<file path="config.mk">
export PLATFORM = sky130hd
export DESIGN_NAME = spi_write_master
export DESIGN_NICKNAME = d
export VERILOG_FILES = /design/src/rtl/spi_write_master.sv
export SDC_FILE = /design/constraint.sdc
export NUM_CORES = 1
export LEC_CHECK = 0
export CAP_MARGIN = 0
export CORE_ASPECT_RATIO = 1.75
export CORE_UTILIZATION = 45
export CTS_CLUSTER_DIAMETER = 80
export CTS_CLUSTER_SIZE = 30
export DETAILED_ROUTE_END_ITERATION = 16
export HOLD_SLACK_MARGIN = 0.12
export PLACE_DENSITY = 0.67
export SLEW_MARGIN = 20
export SYNTH_ARGS = -nofsm -noshare
export SYNTH_HDL_FRONTEND = slang
export SYNTH_SLANG_ARGS = --single-unit
</file>
<file path="constraint.sdc">
create_clock -name CLK -period 2.2 [get_ports CLK]
set_input_delay 0.55 -clock CLK [delete_from_list [all_inputs] [get_ports CLK]]
set_output_delay 0.55 -clock CLK [all_outputs]
set_load 0.01 [all_outputs]
</file>
<file path="src/rtl/spi_write_master.sv">
// ---------------------------------------------------------------------------
// spi_write_master
//
// Host-side SPI write master. Takes one (ADDR, DATA) pair through a REQ/READY
// handshake and sends it as a mode-0, MSB-first, 16-bit frame
// {ADDR[7:0], DATA[7:0]} on CS/SCLK/SDATA. The rising edge of CS at the end
// of the frame commits the write in the downstream register file.
//
// Frame timing, measured in CLK cycles from the acceptance edge (D = CLK_DIV):
//   0        CS falls, SDATA = ADDR[7]
//   (2k+1)D  SCLK rises for frame bit k (k = 0..15)
//   (2k+2)D  SCLK falls, SDATA moves to the next bit
//   33D      CS rises, DONE pulses for one cycle
//   34D      READY rises, or the next frame starts if REQ is already high
//
// Parameters:
//   CLK_DIV  SCLK half-period in CLK cycles (1..255)
//
// Ports:
//   CLK    in   system clock, rising edge
//   RST    in   asynchronous active-high reset
//   REQ    in   write request, taken on an edge where REQ=1 and READY=1
//   ADDR   in   [7:0] register address, sampled at acceptance
//   DATA   in   [7:0] write data, sampled at acceptance
//   READY  out  idle and able to accept REQ
//   DONE   out  one-cycle pulse when CS returns high at frame end
//   CS     out  chip select, active-low, idle high
//   SCLK   out  serial clock, idle low
//   SDATA  out  serial data, changes only while SCLK is low, 0 outside frames
//
// Every output comes straight from a flop.
// ---------------------------------------------------------------------------
module spi_write_master #(
    parameter int CLK_DIV = 4
) (
    input  logic       CLK,
    input  logic       RST,
    input  logic       REQ,
    input  logic [7:0] ADDR,
    input  logic [7:0] DATA,
    output logic       READY,
    output logic       DONE,
    output logic       CS,
    output logic       SCLK,
    output logic       SDATA
);

    typedef enum logic [1:0] {
        IDLE,
        SHIFT,
        HOLD,
        GAP
    } state_t;

    localparam logic [7:0] DIV_LAST = 8'(CLK_DIV - 1);

    state_t      state, state_n;
    logic [7:0]  div_cnt, div_cnt_n;
    logic [3:0]  bit_cnt, bit_cnt_n;
    logic [15:0] shreg, shreg_n;
    logic        ready_n, done_n, cs_n, sclk_n;
    logic        div_end;
    logic        accept;

    assign div_end = (div_cnt == DIV_LAST);

    // The shift register's top bit is the SDATA flop. It is loaded at
    // acceptance and cleared on leaving SHIFT, so SDATA idles at 0.
    assign SDATA = shreg[15];

    // A request is taken in IDLE, or directly at the end of GAP so that a
    // held REQ starts the next frame on the same edge READY would have risen.
    assign accept = REQ && ((state == IDLE) || (state == GAP && div_end));

    // NOTE: every signal written here gets a default first; a path that left
    // one unassigned would infer a latch.
    always_comb begin
        state_n   = state;
        div_cnt_n = div_end ? 8'd0 : div_cnt + 8'd1;
        bit_cnt_n = bit_cnt;
        shreg_n   = shreg;
        ready_n   = READY;
        done_n    = 1'b0;
        cs_n      = CS;
        sclk_n    = SCLK;

        case (state)
            IDLE: begin
                div_cnt_n = 8'd0;
            end

            SHIFT: begin
                if (div_end) begin
                    if (!SCLK) begin
                        sclk_n = 1'b1;
                    end else begin
                        // End of a high half: SCLK falls and SDATA advances
                        // on the same edge, keeping SDATA stable around rises.
                        sclk_n = 1'b0;
                        if (bit_cnt == 4'd0) begin
                            state_n = HOLD;
                            shreg_n = '0;
                        end else begin
                            bit_cnt_n = bit_cnt - 4'd1;
                            shreg_n   = {shreg[14:0], 1'b0};
                        end
                    end
                end
            end

            HOLD: begin
                if (div_end) begin
                    cs_n    = 1'b1;
                    done_n  = 1'b1;
                    state_n = GAP;
                end
            end

            GAP: begin
                if (div_end) begin
                    ready_n = 1'b1;
                    state_n = IDLE;
                end
            end

            default: begin
                state_n = IDLE;
            end
        endcase

        if (accept) begin
            state_n   = SHIFT;
            ready_n   = 1'b0;
            cs_n      = 1'b0;
            sclk_n    = 1'b0;
            div_cnt_n = 8'd0;
            bit_cnt_n = 4'd15;
            shreg_n   = {ADDR, DATA};
        end
    end

    // NOTE: state registers use non-blocking assignments so every flop
    // samples the pre-edge values computed above.
    always_ff @(posedge CLK or posedge RST) begin
        if (RST) begin
            state   <= IDLE;
            div_cnt <= 8'd0;
            bit_cnt <= 4'd0;
            shreg   <= '0;
            READY   <= 1'b1;
            DONE    <= 1'b0;
            CS      <= 1'b1;
            SCLK    <= 1'b0;
        end else begin
            state   <= state_n;
            div_cnt <= div_cnt_n;
            bit_cnt <= bit_cnt_n;
            shreg   <= shreg_n;
            READY   <= ready_n;
            DONE    <= done_n;
            CS      <= cs_n;
            SCLK    <= sclk_n;
        end
    end

endmodule

</file>
==> run_results.csv, run 1 <==
group,metric,value,unit
sta,fmax,0.479,GHz
final_layout,area_growth,22.3,%
setup_path,setup.worst_path.class,"reg -> reg",
floorplanning,fp.dieH,86.2,um
grt,first_global_vias,1405,
yosys,yosys_warnings,0,
power,pwr_density_cell,517,nW/um^2
detailed_routing,viasPerCell,5.44,
sta,setup_tns,0,ns
floorplanning,dieArea,4320,um^2
detailed_routing,dr.pass1.iters,4,
final_layout,fillers,334,
place,gp_congestion,0.910,
final_layout,fin_nets,237,
yosys,ys_types,41,
floorplanning,io_pins,24,
setup_path,arrival,2.32,ns
clocking,clock_sinks,34,
clocking,post_cts_buffers,0,
grt,grt_pass1_wl,6380,um
setup_path,cp_max_fo,5,
yosys,ys_ff_latch,34,
clocking,clk-insertion-delay-late,0.29,ns
setup_path,r2r_slack,0.11,ns
sta,rsz0062_at_grt,"no",
sta,drv_slew,0,
setup_path,end_kind,"register",
sta,period_share,0.949,
floorplanning,rows,30,
detailed_routing,totalWireLength,3780,um
clocking,clockBufferDepth,2,
final_layout,diodes,0,
detailed_routing,num_vias,1421,
floorplanning,die_w,50.1,um
floorplanning,core,3870,um^2
clocking,cts_max_level,2,
sta,post-route-min-period,2.09,ns
yosys,synth_ff_type,"dfrtp_1",
sta,fin_skew,0.00305,ns
clocking,path_clk_slew,0.07,ns
floorplanning,start_util,0.471,
detailed_routing,wl_per_cell,14.5,um
detailed_routing,post-route-drc-count,0,
yosys,async_flop_share,1.00,
place,dp_hpwl,2650,um
final_layout,drive_gt1_frac,0.0939,
grt,grt_usage,0.194,
flow_run,cap_violations,0,
grt,grt_antenna_before_repair,0,
sta,worstMarginPinSlew,0.552,ns
clocking,cts-buffers-inserted,5,
sta,setup_viol,0,
place,portBuffers,23,
yosys,netlist_instances,184,
clocking,ctsResizeCount,0,
sta,relSlewSlack,0.631,
detailed_routing,antenna_left,0,
yosys,syn_area,1820,um^2
setup_path,start_kind,"register",
yosys,synth-seq-area-share,0.468,
grt,grt_max_degree,37,
grt,grt_overflow,0,
power,power.leakage,0.916,nW
power,peakVddDrop,0.372,mV
clocking,ctsHoldBuffers,0,
clocking,root_buffer,"clkbuf_8",
detailed_routing,drtIter0Drc,37,
final_layout,utilization,0.576,
clocking,cts_tree,"done",
setup_path,crit_required,2.43,ns
status,status,"complete, no violations",
sta,hold_viol,0,
min_path,min_path_type,"reg -> reg",
yosys,syn_area_per_cell,9.90,um^2
yosys,synth_edf_count,0,
yosys,synth_fp_nets,209,
==> through the flow <==
| step | hold slack [ns] | total power [W] | std cells | setup slack [ns] | area [um^2] |
|---|---|---|---|---|---|
| after global placement | 0.486 | 0.000684 | 253 | 0.0896 | 2140 |
| after global routing | 0.532 | 0.00120 | 261 | 0.0193 | 2230 |
| after floorplan | 0.469 | 0.000646 | 184 | 0.213 | 1820 |
| after detailed placement | 0.499 | 0.000685 | 253 | 0.0329 | 2140 |
| after CTS | 0.509 | 0.00117 | 261 | 0.120 | 2230 |
| final | 0.513 | 0.00115 | 261 | 0.112 | 2230 |
==> cells by family after synthesis <==
logic type | Yosys count | share of synthesized area
AOI/OAI and AO/OA | 32 | 0.104
xor gates and xnor gates | 7 | 0.0337
adders and majority gates | 6 | 0.0412
buffers and inverters | 14 | 0.0378
DFF | 34 | 0.468
muxes | 15 | 0.0824
and+or+nand+nor | 76 | 0.232
==> cell usage after synthesis (3+ instances only) <==
library cell,number,area [um^2]
dfrtp_1,32,801
nand2_1,20,75.1
o21ai_0,17,85.1
mux2i_1,15,150
nor2_1,11,41.3
nor2b_1,11,68.8
nand3_1,7,35.0
and3_1,6,37.5
ha_1,6,75.1
inv_1,6,22.5
xor2_1,6,52.6
clkbuf_1,5,18.8
and2b_1,4,30.0
nor3_1,4,20.0
a21oi_1,3,15.0
==> registers in the layout (all words and copies together), names as in the netlist <==
register,count
shreg,16
div_cnt,8
bit_cnt,4
state,2
CS,1
DONE,1
READY,1
SCLK,1
==> cell usage in the layout (no fill, tap or decap), types with 2 or more instances in the layout <==
cell,n
dfrtp_1,32
clkdlybuf4s50_1,23
nand2_1,20
o21ai_0,17
mux2i_1,15
nor2b_1,11
nor2_1,11
nand3_1,7
and3_1,6
inv_1,6
xor2_1,6
ha_1,6
clkbuf_8,6
nor3_1,4
and2b_1,4
buf_4,4
a21oi_1,3
dfstp_2,2
nor3b_1,2
o21ai_1,2
a211o_1,2
buf_12,2
==> worst max-delay path: stages, from the launching register on <==
cell and delay [ns]:
dfrtp_1 0.41, ha_1 0.27, nor4b_2 0.50, a211oi_1 0.25
or4_1 0.51, nand3_1 0.09
==> worst paths after layout <==
check | start | endpoint | cells after the start
max | div_cnt[0] | state[1] | 5
max reg2reg | div_cnt[0] | state[1] | 5
min reg2reg | div_cnt[0] | div_cnt[0] | 1
min | div_cnt[0] | div_cnt[0] | 1
max in group asynchronous | RST | READY | 3
min in group asynchronous | RST | shreg[10] | 3
==> layer usage <==
metal / global-route usage / wire [um] / vias up
li1: - / - / 695
met1: 0.232 / 1570 / 694
met2: 0.322 / 1990 / 24
met3: 0.0439 / 146 / 8
met4: 0.0961 / 68 / 0
met5: 0 / 0 / -
==> where the power goes <==
part	internal, W	switching (W)	total [W]
Sequential	0.000625	0	0.000625
Clock	0.000252	0.000227	0.000479
Combinational	0.0000293	0.0000175	0.0000468
==> final cells by class <==
type | instances | area [um^2] | area share
Clock buffer | 7 | 86.3 | 0.0388
Timing Repair Buffer | 29 | 300 | 0.135
Inverter | 6 | 22.5 | 0.0101
Clock inverter | 1 | 5.00 | 0.00225
Tap cell | 48 | 60.1 | 0.0270
Sequential cell | 34 | 853 | 0.383
Multi-Input combinational cell | 136 | 900 | 0.404
Power figures use the tool's default switching activity.
==> run 2: changes to the inputs <==
--- a/config.mk
+++ b/config.mk
@@ -9,3 +9,3 @@
 export CORE_ASPECT_RATIO = 1.75
-export CORE_UTILIZATION = 45
+export CORE_UTILIZATION = 54
 export CTS_CLUSTER_DIAMETER = 80
@@ -14,3 +14,3 @@
 export HOLD_SLACK_MARGIN = 0.12
-export PLACE_DENSITY = 0.67
+export PLACE_DENSITY = 0.78
 export SLEW_MARGIN = 20
--- a/constraint.sdc
+++ b/constraint.sdc
@@ -3,2 +3,2 @@
 set_output_delay 0.55 -clock CLK [all_outputs]
-set_load 0.01 [all_outputs]
+set_load 0.02 [all_outputs]
==> run_results.csv, run 2 (same netlist as run 1, synthesis figures left out) <==
group,metric,value,unit
status,status,"complete, no violations",
floorplanning,fp.dieH,78.8,um
floorplanning,start_util,0.574,
clocking,cts_max_level,2,
sta,hold_viol,0,
clocking,cts-buffers-inserted,5,
sta,worstMarginPinSlew,0.540,ns
detailed_routing,drtIter0Drc,45,
setup_path,worstReg2RegStart,"div_cnt[0]",
grt,grt_overflow,0,
setup_path,cp_max_fo,24,
grt,grt_usage,0.247,
detailed_routing,wl_per_cell,14.8,um
floorplanning,dieArea,3620,um^2
sta,fin_skew,0.00287,ns
sta,relSlewSlack,0.637,
clocking,path_clk_slew,0.07,ns
grt,grt_antenna_before_repair,0,
detailed_routing,dr.pass1.iters,4,
detailed_routing,antenna_left,0,
sta,worst_slack,0.130,ns
final_layout,final_cell_mix,"dfrtp_1 (32), clkdlybuf4s50_1 (23), nand2_1 (20)",
place,dp_hpwl,2670,um
grt,grt_pass1_wl,6570,um
detailed_routing,post-route-drc-count,0,
floorplanning,die_w,45.9,um
setup_path,r2r_slack,0.13,ns
setup_path,r2r-end,"bit_cnt[2]",
final_layout,diodes,0,
clocking,clk-insertion-delay-late,0.28,ns
setup_path,end_kind,"register",
min_path,min_path_type,"reg -> reg",
setup_path,cp_cell_sequence,"ha_2 -> or4b_4 -> nor3_4 -> buf_12 -> nand2_2 -> a211o_1",
setup_path,crit_required,2.37,ns
grt,grt_max_degree,37,
power,power.leakage,0.913,nW
power,switchingPower,0.000232,W
sta,rsz0062_at_grt,"no",
sta,hold_slack,0.522,ns
grt,first_global_vias,1466,
power,p_comb_frac,0.042,
clocking,post_cts_buffers,0,
sta,setup_tns,0,ns
final_layout,area_growth,21.8,%
setup_path,ff2ff_path_depth,6,
detailed_routing,viasPerCell,5.47,
place,dp_slack,0.0692,ns
final_layout,ff_latch_area,853,um^2
place,portBuffers,23,
setup_path,slowest_delay,0.50,ns
clocking,ctsHoldBuffers,0,
power,swShare,0.204,
sta,period_share,0.941,
floorplanning,rows,27,
final_layout,final_common_cell,"dfrtp_1",
setup_path,start_kind,"register",
final_layout,drive_gt1_frac,0.0986,
power,p_int,0.000908,W
detailed_routing,num_vias,1401,
setup_path,startpoint,"div_cnt[0]",
final_layout,largest_register_ffs,16,
clocking,root_buffer,"clkbuf_8",
clocking,clockBufferDepth,2,
sta,drv_slew,0,
floorplanning,io_pins,24,
detailed_routing,totalWireLength,3800,um
sta,setup_viol,0,
floorplanning,core,3180,um^2
final_layout,top_regs,"shreg (16), div_cnt (8), bit_cnt (4)",
place,gp_congestion,0.977,
setup_path,endpoint,"bit_cnt[2]",
power,seqPwrFrac,0.548,
power,pwr_density_cell,514,nW/um^2
final_layout,multi_input_area,911,um^2
flow_run,cap_violations,0,
final_layout,fin_nets,237,
setup_path,arrival,2.24,ns
power,peakVddDrop,0.431,mV
clocking,clock_sinks,34,
sta,fmax,0.483,GHz
setup_path,cp_slowest_cell,"or4b_4",
final_layout,fillers,280,
power,p_clk_frac,0.409,
setup_path,setup.worst_path.class,"reg -> reg",
sta,post-route-min-period,2.07,ns
final_layout,registers.top_by_ff_count,"shreg",
clocking,cts_tree,"done",
-- run 2: cell counts in the layout (fill, tap and decap cells not counted) --
No cell type changed its count.
-- run 2: how the worst min path moves through the flow --
stage,startpoint,endpoint,slack [ns],cells after the start
floorplan,div_cnt[0],div_cnt[0],0.47,1
global placement,div_cnt[0],div_cnt[0],0.48,1
detailed placement,div_cnt[0],div_cnt[0],0.51,1
CTS,div_cnt[0],div_cnt[0],0.52,1
global route,div_cnt[0],div_cnt[0],0.55,1
finish,div_cnt[0],div_cnt[0],0.52,1
-- run 2: through the flow --
step	std cells	power, W	area [um^2]	utilization
floorplan	184	0.000646	1820	-
global placement	248	0.000685	2120	0.667
detailed placement	248	0.000686	2120	0.667
CTS	256	0.00116	2210	0.695
global route	256	0.00118	2220	0.699
finish	256	0.00114	2220	0.699
-- run 2: timing repair --
item	in CTS	in global routing
endpoints found under the hold margin	0	0
resized for setup	0	2
setup endpoints to repair	0	13
-- run 2: power groups by stage --
stage | Sequential, W | Combinational, W | Clock, W
CTS | 0.000625 | 0.0000497 | 0.000484
detailed placement | 0.000637 | 0.0000490 | 0
finish | 0.000625 | 0.0000481 | 0.000467
global placement | 0.000637 | 0.0000479 | 0
floorplan | 0.000637 | 0.00000952 | 0
global route | 0.000625 | 0.0000531 | 0.000506
-- run 2: area by class of cell --
class / count / share of cell area
Clock buffer: 7 / 0.0389
Clock inverter: 1 / 0.00225
Inverter: 6 / 0.0101
Timing Repair Buffer: 29 / 0.130
Sequential cell: 34 / 0.384
Tap cell: 43 / 0.0242
Multi-Input combinational cell: 136 / 0.410
-- run 2: per-layer routing --
metal,GRT usage,wire length (um),vias up
met5,0,0,-
met4,0.0882,63,0
met3,0.0523,129,7
met2,0.413,2040,31
met1,0.301,1560,673
li1,-,-,690
-- run 2: worst max-delay path, delay by kind of cell, from the launching register on --
kind | cells | cell delay (ns)
buffers and inverters | 1 | 0.21
and+or+nand+nor | 3 | 0.79
DFF | 1 | 0.41
adders and majority gates | 1 | 0.25
AOI/OAI and AO/OA | 1 | 0.28
==> run 3: changes to the inputs <==
CTS_CLUSTER_DIAMETER = 50   (was 80)
==> results of run 3 <==
Final layout, timing and power as in run 2 (identical DEF).
